<file path="config.mk">
export PLATFORM = sky130hd
export DESIGN_NAME = dmem_arbiter
export DESIGN_NICKNAME = d
export VERILOG_FILES = /design/src/rtl/dmem_pkg.sv /design/src/rtl/dmem_addr_check.sv /design/src/rtl/dmem_arbiter.sv
export SDC_FILE = /design/constraint.sdc
export NUM_CORES = 1
export LEC_CHECK = 0
export ABC_CLOCK_PERIOD_IN_PS = 4050
export CORE_MARGIN = 3
export CORE_UTILIZATION = 30
export DETAILED_ROUTE_END_ITERATION = 12
export DONT_BUFFER_PORTS = 1
export HOLD_SLACK_MARGIN = 0.12
export PLACE_DENSITY = 0.52
export SYNTH_ARGS = -nofsm -noshare
export SYNTH_HDL_FRONTEND = slang
export SYNTH_SLANG_ARGS = --single-unit
</file>
<file path="constraint.sdc">
create_clock -name clk -period 4.05 [get_ports clk]
set_input_delay 0.81 -clock clk [delete_from_list [all_inputs] [get_ports clk]]
set_output_delay 0.81 -clock clk [all_outputs]
set_load 0.01 [all_outputs]
</file>
<file path="src/rtl/dmem_pkg.sv">
// Shared types and constants for the data-memory arbiter.
// Holds the FSM encoding, port IDs and default memory geometry.
package dmem_pkg;

   localparam int DMEM_AW = 11;
   localparam int DMEM_DW = 32;

   localparam logic PORT_C = 1'b0;
   localparam logic PORT_D = 1'b1;

   typedef enum logic [1:0] {
      ST_IDLE  = 2'd0,
      ST_ISSUE = 2'd1,
      ST_RESP  = 2'd2
   } state_e;

endpackage

</file>
<file path="src/rtl/dmem_addr_check.sv">
// Byte address to word address translation plus legality flag.
// Illegal means misaligned or beyond the end of the memory.
module dmem_addr_check
   import dmem_pkg::*;
#(
   parameter int MEM_AW = DMEM_AW
) (
   input  logic [31:0]       byte_addr_i,
   output logic [MEM_AW-1:0] word_addr_o,
   output logic              illegal_o
);

   logic misaligned;
   logic out_of_range;

   // Split the byte address into its word index and the bits that must be zero
   always_comb begin
      word_addr_o  = byte_addr_i[MEM_AW+1:2];
      misaligned   = (byte_addr_i[1:0] != 2'b00);
      out_of_range = (byte_addr_i[31:MEM_AW+2] != '0);
      illegal_o    = misaligned | out_of_range;
   end

endmodule

</file>
<file path="src/rtl/dmem_arbiter.sv">
// Two-port arbiter in front of the single-port data memory.
// Port C has priority; port D is protected by a starvation counter.
module dmem_arbiter
   import dmem_pkg::*;
#(
   parameter int DATA_W       = DMEM_DW,
   parameter int MEM_AW       = DMEM_AW,
   parameter int STARVE_LIMIT = 4
) (
   input  logic              clk,
   input  logic              rst,

   input  logic              c_valid,
   input  logic              c_we,
   input  logic [31:0]       c_addr,
   input  logic [DATA_W-1:0] c_wdata,
   output logic              c_ready,
   output logic              c_rvalid,
   output logic [DATA_W-1:0] c_rdata,
   output logic              c_err,

   input  logic              d_valid,
   input  logic              d_we,
   input  logic [31:0]       d_addr,
   input  logic [DATA_W-1:0] d_wdata,
   output logic              d_ready,
   output logic              d_rvalid,
   output logic [DATA_W-1:0] d_rdata,
   output logic              d_err,

   output logic              mem_en,
   output logic              mem_we,
   output logic [MEM_AW-1:0] mem_addr,
   output logic [DATA_W-1:0] mem_wdata,
   input  logic [DATA_W-1:0] mem_rdata
);

   localparam int SW = $clog2(STARVE_LIMIT + 1);
   localparam logic [SW-1:0] STREAK_MAX = SW'(STARVE_LIMIT);

   state_e              state_q, state_d;
   logic                port_q, port_d;
   logic                ill_q, ill_d;
   logic                we_q, we_d;
   logic [SW-1:0]       streak_q, streak_d;
   logic [DATA_W-1:0]   rdata_q, rdata_d;
   logic                mem_en_q, mem_en_d;
   logic                mem_we_q, mem_we_d;
   logic [MEM_AW-1:0]   mem_addr_q, mem_addr_d;
   logic [DATA_W-1:0]   mem_wdata_q, mem_wdata_d;

   logic [MEM_AW-1:0]   c_waddr, d_waddr;
   logic                c_ill, d_ill;
   logic                arb_en;
   logic                starve;
   logic                gnt_c, gnt_d;
   logic                sel_we, sel_ill;
   logic [MEM_AW-1:0]   sel_waddr;
   logic [DATA_W-1:0]   sel_wdata;
   logic                rsp_c, rsp_d;

   dmem_addr_check #(
      .MEM_AW (MEM_AW)
   ) u_chk_c (
      .byte_addr_i (c_addr),
      .word_addr_o (c_waddr),
      .illegal_o   (c_ill)
   );

   dmem_addr_check #(
      .MEM_AW (MEM_AW)
   ) u_chk_d (
      .byte_addr_i (d_addr),
      .word_addr_o (d_waddr),
      .illegal_o   (d_ill)
   );

   // Grant decision: C first unless D has waited through STARVE_LIMIT C grants
   always_comb begin
      arb_en    = !rst && (state_q != ST_ISSUE);
      starve    = d_valid && (streak_q == STREAK_MAX);
      gnt_d     = arb_en && d_valid && (!c_valid || starve);
      gnt_c     = arb_en && c_valid && !gnt_d;
      sel_we    = gnt_d ? d_we    : c_we;
      sel_ill   = gnt_d ? d_ill   : c_ill;
      sel_waddr = gnt_d ? d_waddr : c_waddr;
      sel_wdata = gnt_d ? d_wdata : c_wdata;
   end

   // Next state, request latch, memory port and streak update
   always_comb begin
      state_d     = state_q;
      port_d      = port_q;
      ill_d       = ill_q;
      we_d        = we_q;
      streak_d    = streak_q;
      rdata_d     = rdata_q;
      mem_en_d    = 1'b0;
      mem_we_d    = 1'b0;
      mem_addr_d  = '0;
      mem_wdata_d = '0;

      unique case (state_q)
         ST_IDLE: state_d = ST_IDLE;
         ST_ISSUE: begin
            state_d = ST_RESP;
            rdata_d = (!ill_q && !we_q) ? mem_rdata : '0;
         end
         ST_RESP: state_d = ST_IDLE;
         default: state_d = ST_IDLE;
      endcase

      if (gnt_c || gnt_d) begin
         state_d     = ST_ISSUE;
         port_d      = gnt_d ? PORT_D : PORT_C;
         ill_d       = sel_ill;
         we_d        = sel_we;
         mem_en_d    = !sel_ill;
         mem_we_d    = sel_we;
         mem_addr_d  = sel_waddr;
         mem_wdata_d = sel_wdata;
      end

      if (!d_valid || gnt_d) begin
         streak_d = '0;
      end else if (gnt_c) begin
         streak_d = streak_q + SW'(1);
      end
   end

   // State and datapath registers, cleared asynchronously
   always_ff @(posedge clk or posedge rst) begin
      if (rst) begin
         state_q     <= ST_IDLE;
         port_q      <= PORT_C;
         ill_q       <= 1'b0;
         we_q        <= 1'b0;
         streak_q    <= '0;
         rdata_q     <= '0;
         mem_en_q    <= 1'b0;
         mem_we_q    <= 1'b0;
         mem_addr_q  <= '0;
         mem_wdata_q <= '0;
      end else begin
         state_q     <= state_d;
         port_q      <= port_d;
         ill_q       <= ill_d;
         we_q        <= we_d;
         streak_q    <= streak_d;
         rdata_q     <= rdata_d;
         mem_en_q    <= mem_en_d;
         mem_we_q    <= mem_we_d;
         mem_addr_q  <= mem_addr_d;
         mem_wdata_q <= mem_wdata_d;
      end
   end

   // Response channel is live only in RESP for the port that owns the slot
   always_comb begin
      rsp_c    = (state_q == ST_RESP) && (port_q == PORT_C);
      rsp_d    = (state_q == ST_RESP) && (port_q == PORT_D);
      c_ready  = gnt_c;
      d_ready  = gnt_d;
      c_rvalid = rsp_c;
      d_rvalid = rsp_d;
      c_rdata  = rsp_c ? rdata_q : '0;
      d_rdata  = rsp_d ? rdata_q : '0;
      c_err    = rsp_c && ill_q;
      d_err    = rsp_d && ill_q;
   end

   assign mem_en    = mem_en_q;
   assign mem_we    = mem_we_q;
   assign mem_addr  = mem_addr_q;
   assign mem_wdata = mem_wdata_q;

endmodule

</file>
==> key figures <==
Timing
  – Unrepaired setup endpoints after global routing: no
  – Setup Skew: approximately 9.2 ps
  – Worst slew margin: 35.4%
  – Final hold vios: 0
  – Fmax: roughly 350 MHz
  – Fin crit share: between 70 and 80%
  – Slew @ Worst Pin: 969 ps
  – Final Max Tran Viols: 0
  – Post-route setup TNS: 0 ps
  – # setup viols final: 0
  – Tmin final: about 2900 ps

Yosys
  – Synth top area cells: dfrtp_1, a22o_1, and2_1
  – Syn Std Cell Area: 3630 µm²
  – Post-synth top cells: dfrtp_1, a22o_1, and2_1, clkbuf_1, nor4_1
  – Number of library cell types mapped by synthesis: 30
  – Asr flop ratio synth: 100%
  – Area leader, netlist: dfrtp_1
  – Flops & latches, synth: 85
  – Post-synthesis net count: 470
  – Primary FF master, synth: dfrtp_1
  – Post-synth top area share: 58.6%
  – Yosys warns: 0
  – Sequential share of the synthesized area: 58.6%
  – Syn Area/Cell: 12.0 µm²
  – Top-count cell post-synth: dfrtp_1
  – Syn Inst Count: approximately 300
  – Post-synth EDFFs: 0

Clock network
  – CTS Buf Count: 9
  – Setup Buffers After CTS: 0
  – Clock Latency Late Sink: 340 ps
  – CTS tree: yes
  – Max Buffers Root-to-Sink: 2
  – Clock transition at the registers of the reported paths: approximately 70 ps
  – H-tree depth: 3
  – Clk root buf: clkbuf_16
  – Sink Count: 85
  – Post-CTS Hold Buffers: 0
  – Post-CTS sizing: 0

Setup path
  – FF-to-FF End: mem_en
  – CP required: 3240 ps
  – R2R Path Start: state_q[0]
  – Critical Path AT: 2080 ps
  – Crit path largest cell delay: 530 ps
  – Setup crit end: d_ready
  – Path depth of the worst reg2reg path: 5
  – R2R Setup Slk: 1640 ps
  – Crit-path cells: nand2b_1, and4_2, buf_4
  – Crit end category: output port
  – CP max stage cell: nand2b_1
  – Worst setup SP type: register
  – Crit-path max FO: 46
  – Crit Path Category: register to output port
  – Crit path launch: state_q[0]

Power and ir drop
  – Power Dens Cells: roughly 450 nW/µm²
  – Leakage: 1.90 nW
  – Worst vdd ir: 176 µV

Cells and area
  – Antenna diode count: 0
  – Area Overhead vs Synth: 12.5%
  – Share of cells above drive strength 1: about 9.6%
  – Total Nets Final: 465
  – Fin util: 35.2%

Flow run
  – Max-Cap Viols: 0

Drt
  – Number of vias per cell: between 5 and 6
  – Number of iterations in the first detailed-routing pass: 4
  – Routed WL: a little over 10,000 µm
  – Avg WL per Cell: 22.8 µm
  – DR DRC count: 0
  – Initial drt markers: 98
  – Vias: 2,477
  – Final ANT Viol Nets: 0

Floorplanning
  – # IOs: 281
  – Die Wd: 116 µm
  – Initial Util: 31.3%
  – Rows: 39
  – Core ar.: 11,600 µm²
  – Die ar.: between 10,000 and 15,000 µm²
  – Die height: 116 µm

Place
  – Routability Congestion: 0.765
  – HPWL Detailed: between 8000 and 9000 µm
  – Port Buffers: 0

Global routing
  – Total track usage: 14.2%
  – First-pass GRT wire length: 14,000 µm
  – Initial antenna violation count: 1
  – GRT overflow: 0
  – Number of global-route vias before repair: approximately 2,400
  – Largest net degree at the start of global routing: 51

Worst hold path
  – Worst Hold Class: input pin to asynchronous set/reset pin

Outcome
  – Status: finished, final reports clean
worst min path at each step:
stage,from,endpoint,cells after the start
after floorplan,port_q,port_q,1
after global placement,rdata_q[26],rdata_q[26],1
after detailed placement,rdata_q[19],rdata_q[19],1
after CTS,rst,mem_en,2
after global routing,rst,mem_en,2
final,rst,mem_en,2
area by class of cell:
type                       count  area, µm²
clock buffer                  11        243
clock inverter                 5       60.1
fill                        1146       7530
inverter                       6       26.3
multi-input combinational    188       1400
sequential                    85       2130
tap                          143        179
timing repair buffer           7       52.6
kinds of logic after synthesis:
| kind of cell | count (synthesis) | share of synthesized area, % |
|---|---|---|
| AND/OR/NAND/NOR | 100 | 17.0 |
| AO/OA/AOI/OAI | 85 | 20.3 |
| flip-flops | 85 | 58.6 |
| buffers and inverters | 29 | 3.24 |
| adder cells (fa/ha/maj) | 2 | 0.689 |
| XOR/XNOR | 1 | 0.241 |
cells in the final DEF (no fill, tap or decap), types with 2 or more instances in the layout:
master,count
a21oi_1,2
buf_4,7
a22o_1,76
clkinv_4,2
nor3_1,5
nand3_1,2
and2_1,66
dfrtp_1,85
inv_1,4
ha_1,2
clkinvlp_4,2
nor2_1,3
nor4_1,8
nand2_1,3
clkbuf_16,9
nand4_1,3
nor2b_1,2
power by group:
group,internal (mW),switching [mW],total (mW)
Clock,0.496,0.330,0.825
Sequential,0.883,0.0351,0.918
Combinational,0.0354,0.0711,0.106
Total,1.41,0.436,1.85
critical path: cells and delay by family, from the launching register on:
kind                   cells  cell delay [ps]
DFF                        1              400
and+or+nand+nor            2              920
buffers and inverters      1              410
stage by stage:
| stage | cell area [µm²] | hold WS, ps | total power, mW | worst slack, ps | instances |
|---|---|---|---|---|---|
| floorplan | 3640 | 466 | 1.01 | 414 | 302 |
| global placement | 3780 | 500 | 1.04 | 1530 | 429 |
| detailed placement | 3780 | 503 | 1.05 | 1480 | 429 |
| CTS | 4090 | 485 | 1.88 | 1080 | 445 |
| global route | 4090 | 523 | 1.93 | 941 | 445 |
| finish | 4090 | 472 | 1.85 | 1160 | 445 |
per-layer routing:
layer	track usage [%]	vias to the layer above	wire (µm)
li1	-	1089	-
met1	17.8	1197	3960
met2	23.1	174	5060
met3	3.66	15	894
met4	6.81	2	214
met5	0	-	12
sequential cells by signal (all words and copies together), names as in the netlist:
signal,flops
ill_q,1
mem_en,1
mem_wdata,32
mem_we,1
rdata_q,32
mem_addr,11
port_q,1
state_q,2
we_q,1
streak_q,3
No activity file was read; power rests on OpenSTA's default activity.
==> patch 1, RTL diff (config.mk and constraints unchanged) <==
Re-encode `state_e` (3 states) as one-hot, 3 bits wide.
--- a/src/rtl/dmem_pkg.sv
+++ b/src/rtl/dmem_pkg.sv
@@ -8,10 +8,10 @@
    localparam logic PORT_C = 1'b0;
    localparam logic PORT_D = 1'b1;
 
-   typedef enum logic [1:0] {
-      ST_IDLE  = 2'd0,
-      ST_ISSUE = 2'd1,
-      ST_RESP  = 2'd2
+   typedef enum logic [2:0] {
+      ST_IDLE  = 3'b001,
+      ST_ISSUE = 3'b010,
+      ST_RESP  = 3'b100
    } state_e;
 
 endpackage
Behaviour: same outputs for any inputs over 10 cycles, from zero or initial values and one cycle with rst high; not proved beyond that.
==> patch 1 against the unedited design <==
- routed wire length rose by 18%
- critical endpoint unchanged
- power rose by 3.4%
- setup slack got worse by 310 ps
- sequential cell count rose by 1
- critical path type unchanged
- die area rose by 10%
- global-route usage rose by 1.5 points
- cell area rose by 9.0%
- area after synthesis rose by 11%
- largest power group unchanged
- maximum frequency fell by 9.6%
==> patch 1: results (changes against the unedited design) <==
| Metric | Value |
|---|---|
| Outcome | finished clean |
| First-pass GRT wire length | 17300 um (+24%) |
| # resized after CTS | 0 (unchanged) |
| Initial antenna violation count | 0 (-1) |
| GRT Overall Usage | 15.7% (+1.5 points) |
| CP Buf/Inv Count | 3 (+2) |
| # Post-CTS Setup Buffers | 0 (unchanged) |
| Adder-cell area share of the yosys netlist | 0.623% (-0.066 points) |
| Vias | 3116 (+26%) |
| Synth Area in XOR/XNOR | 0% (-0.24 points) |
| Worst reg2reg startpoint | state_q[0] |
| P_clk | 0.849 mW (+2.9%) |
| Final net count | 620 (+33%) |
| Netlist cell types | 32 (+6.7%) |
| Fin Hold WS | 478 ps (+6.59 ps) |
| R2R Setup Slk | 1170 ps (-470 ps) |
| Pin count of the biggest net entering global routing | 87 (+71%) |
| Synth area leaders | dfrtp_1, nand2_1, and2_1, a21oi_1, nand3_1 |
| Slowest-stage cell, CP | or4b_4 |
| Final GP Congestion | 0.740 (-3.4%) |
| Filler cell count | 1307 (+14%) |
| Vias in the first global route | 3158 (+33%) |
| Post-DP Area | 4150 um^2 (+9.6%) |
| Worst VDD drop | 0.000174 V (-1.5%) |
| Logic pwr share | 6.6% (+0.8 points) |
| HP Start | rdata_q[12] |
| CP max FO | 47 (+2.2%) |
| Post-Route WL | 12000 um (+18%) |
| Share of post-route cells with drive strength above 1 | 7.44% (-2.2 points) |
| Pwr dens | 429 nW/um^2 (-5.2%) |
| Hold Path Class | register to register |
| R2R depth | 8 (+3) |
| Mux contribution to synthesized area | 0.249% (+0.25 points) |
| Fmax | 312 MHz (-9.6%) |
| Clk_lat worst skew | 340 ps (about the same) |
| Routed WL per cell | 19.1 um (-16%) |
| CTS Hold Bufs | 0 (unchanged) |
| DP Wirelength | 8820 um (+10%) |
| Post-synthesis compound-gate area fraction | 7.35% (-13 points) |
| CP Launch Type | register |
| Delay of the slowest critical-path stage | 780 ps (+250 ps) |
| P_leak | 2.19 nW (+15%) |
| Sequential fraction of the synthesis area | 53.6% (-4.9 points) |
| Reg2reg end | mem_wdata[9] |
| Rel. slew slack | 28.1% (-7.3 points) |
| Placed Cells | 613 (+43%) |
| Mapped Cells | 465 (+54%) |
| Arr. time, crit path | 2390 ps (+310 ps) |
| Clock Skew | 7.31 ps (-1.90 ps) |
| Sw Share | 25.1% (+1.5 points) |
| DR iter-0 viols | 125 (+28%) |
| Syn_nets | 633 (+35%) |
| Worst-path clk slew | around 60 ps |
| Post-synth top cells | nand2_1, dfrtp_1, and2_1 |
[patch 1: worst reg2reg max path, stage by stage, from the launching register on]
cell,delay (ps)
dfstp_2,570
or3b_1,120
buf_4,320
inv_2,80
or4b_4,780
inv_2,180
buf_4,420
nand2_1,130
a21oi_1,180
[patch 1: layout make-up]
class | count | area [um^2] | area share (%)
timing repair buffer | 8 | 60.1 | 1.35
multi-input combinational | 339 | 1690 | 37.9
clock buffer | 10 | 239 | 5.36
sequential | 86 | 2150 | 48.3
clock inverter | 6 | 68.8 | 1.54
tap | 172 | 215 | 4.83
inverter | 8 | 32.5 | 0.730
[patch 1: routing by layer]
layer  global-route usage (%)  vias up  wire length (um)
met5                        0        -                 0
li1                         -     1470                 -
met3                     4.18       12              1060
met1                     18.0     1440              4530
met2                     27.9      194              6200
met4                     6.30        0               219
==> patch 2, RTL diff (config.mk and constraints unchanged) <==
Made on the original files. `DMEM_AW`: 11 -> 10.
--- a/src/rtl/dmem_pkg.sv
+++ b/src/rtl/dmem_pkg.sv
@@ -2,7 +2,7 @@
 // Holds the FSM encoding, port IDs and default memory geometry.
 package dmem_pkg;
 
-   localparam int DMEM_AW = 11;
+   localparam int DMEM_AW = 10;
    localparam int DMEM_DW = 32;
 
    localparam logic PORT_C = 1'b0;
Interface: changed (resized mem_addr); port bits go from 281 to 280. No check against the original RTL was run, so the function may have changed too.
==> patch 2 against the unedited design <==
- clock skew decreased by 2.9 ps
- power is 4.6% lower
- via count shrank 1.0%
- sequential cell count shrank 1
- setup slack better by 150 ps
- routed wire length down 5.2%
- sequential power decreased by 1%
- cell area fell by 1.7%
- area after synthesis shrank 0.45%
- critical path type unchanged
- highest routed layer is now met4
==> patch 2: results (changes against the unedited design) <==
| Metric | Value |
|---|---|
| P&R area growth vs syn | 11.0% |
| WHS Endpoint | rdata_q[17] |
| First-pass GRT wire length | 13500 um (-3.4%) |
| Initial antenna violation count | 0 (-1) |
| GRT Overall Usage | 13.6% (-0.67 points) |
| Placed Cells | 428 (-0.23%) |
| Rel. slew slack | 30.3% (-5.2 points) |
| Arr. time, crit path | 1930 ps (-150 ps) |
| Final net count | 464 (-0.22%) |
| P_leak | 1.87 nW (-1.4%) |
| Hold depth | 1 |
| Internal power | 1.33 mW (-6.2%) |
| Sequential fraction of the synthesis area | 58.1% (-0.43 points) |
| Warning count from the yosys run | 0 (unchanged) |
| Mapped Cells | 302 (unchanged) |
| Hold Path Class | register to register |
| Reg2reg end | we_q |
| Placement Setup Slack | 1610 ps (+128 ps) |
| Clock Path Buffers | 2 (unchanged) |
| Synth area leaders | dfrtp_1, a22o_1, and2_1, nor4_1, buf_2 |
| Post-synth top cells | dfrtp_1, a22o_1, and2_1 |
| Clock root cell | clkbuf_16 |
| TritonCTS buffer count | 9 (unchanged) |
| Outcome | finished clean |
| HP Start | rdata_q[17] |
| Netlist cell types | 32 (+6.7%) |
| DR iter-0 viols | 64 (-35%) |
| CP max FO | 34 (-26%) |
| Worst VDD drop | 0.000197 V (+12%) |
| R2R Setup Slk | 1890 ps (+250 ps) |
| Drt pass-1 iters | 4 (unchanged) |
| N_diodes | 0 (unchanged) |
| # Post-CTS Setup Buffers | 0 (unchanged) |
| Yosys top cell area share | 58.1% (-0.43 points) |
| R2R depth | 7 (+2) |
| Fin Hold WS | 519 ps (+47.4 ps) |
| Pin count of the biggest net entering global routing | 86 (+69%) |
| Vias | 2451 (-1.0%) |
| Syn_nets | 470 (unchanged) |
| Worst reg2reg startpoint | state_q[0] |
| Async set-reset flop share out of synthesis | 100% (unchanged) |
| Clock Skew | 6.31 ps (-2.91 ps) |
| Final GP Congestion | 0.771 (+0.74%) |
| Share of post-route cells with drive strength above 1 | 8.64% (-0.96 points) |
| CTS H-tree depth | 3 (unchanged) |
| Final Non-Filler Cells | 444 (-0.22%) |
| Post-DP Area | 3740 um^2 (-1.2%) |
| Ys flop type | dfrtp_1 |
| DP Wirelength | 7110 um (-11%) |
| Post-Route WL | 9610 um (-5.2%) |
## patch 2: logic make-up (layout without fill, tap and decap cells)
| group | count (synthesis) | after routing | synth area share (%) |
|---|---|---|---|
| xor+xnor | 1 | 1 | 0.242 |
| fa+ha+maj | 2 | 2 | 0.692 |
| simple gates | 103 | 103 | 17.4 |
| buf+inv | 28 | 27 | 3.56 |
| compound gates | 84 | 84 | 19.9 |
| flops | 84 | 84 | 58.1 |
## patch 2: power groups by stage
stage,Sequential [mW],Clock [mW],Combinational (mW)
floorplan,0.912,0,0.0867
global placement,0.922,0,0.105
detailed placement,0.922,0,0.109
CTS,0.907,0.791,0.108
global route,0.908,0.830,0.121
finish,0.905,0.756,0.104
## patch 2: cell type report
class,instances,area [um^2]
fill,1161,7600
sequential,84,2100
multi-input combinational,190,1400
clock buffer,10,229
tap,143,179
clock inverter,6,47.5
timing repair buffer,5,37.5
inverter,6,23.8
## patch 2: worst max-delay path, stage by stage (launching register included)
cell     delay (ps)
dfrtp_1         400
and3b_1         890
and2_1          290
## patch 2: worst max path at each step
stage          startpoint     endpoint  slack (ps)  cells past startpoint
2_1_floorplan         rst      d_ready         830                      3
3_3_place_gp   state_q[0]  d_rdata[28]        1670                      2
3_5_place_dp   state_q[0]  d_rdata[15]        1610                      2
4_1_cts        state_q[0]  d_rdata[15]        1230                      2
5_1_grt        state_q[0]  d_rdata[21]        1150                      2
6_report       state_q[0]  d_rdata[17]        1310                      2
## patch 2: per-layer routing
layer	global-route usage, %	share of wire [%]	up-vias
met5	0	0	-
met1	15.4	38	1195
met4	5.26	1.2	0
met3	5.01	11	10
li1	-	-	1084
met2	23.2	50	162
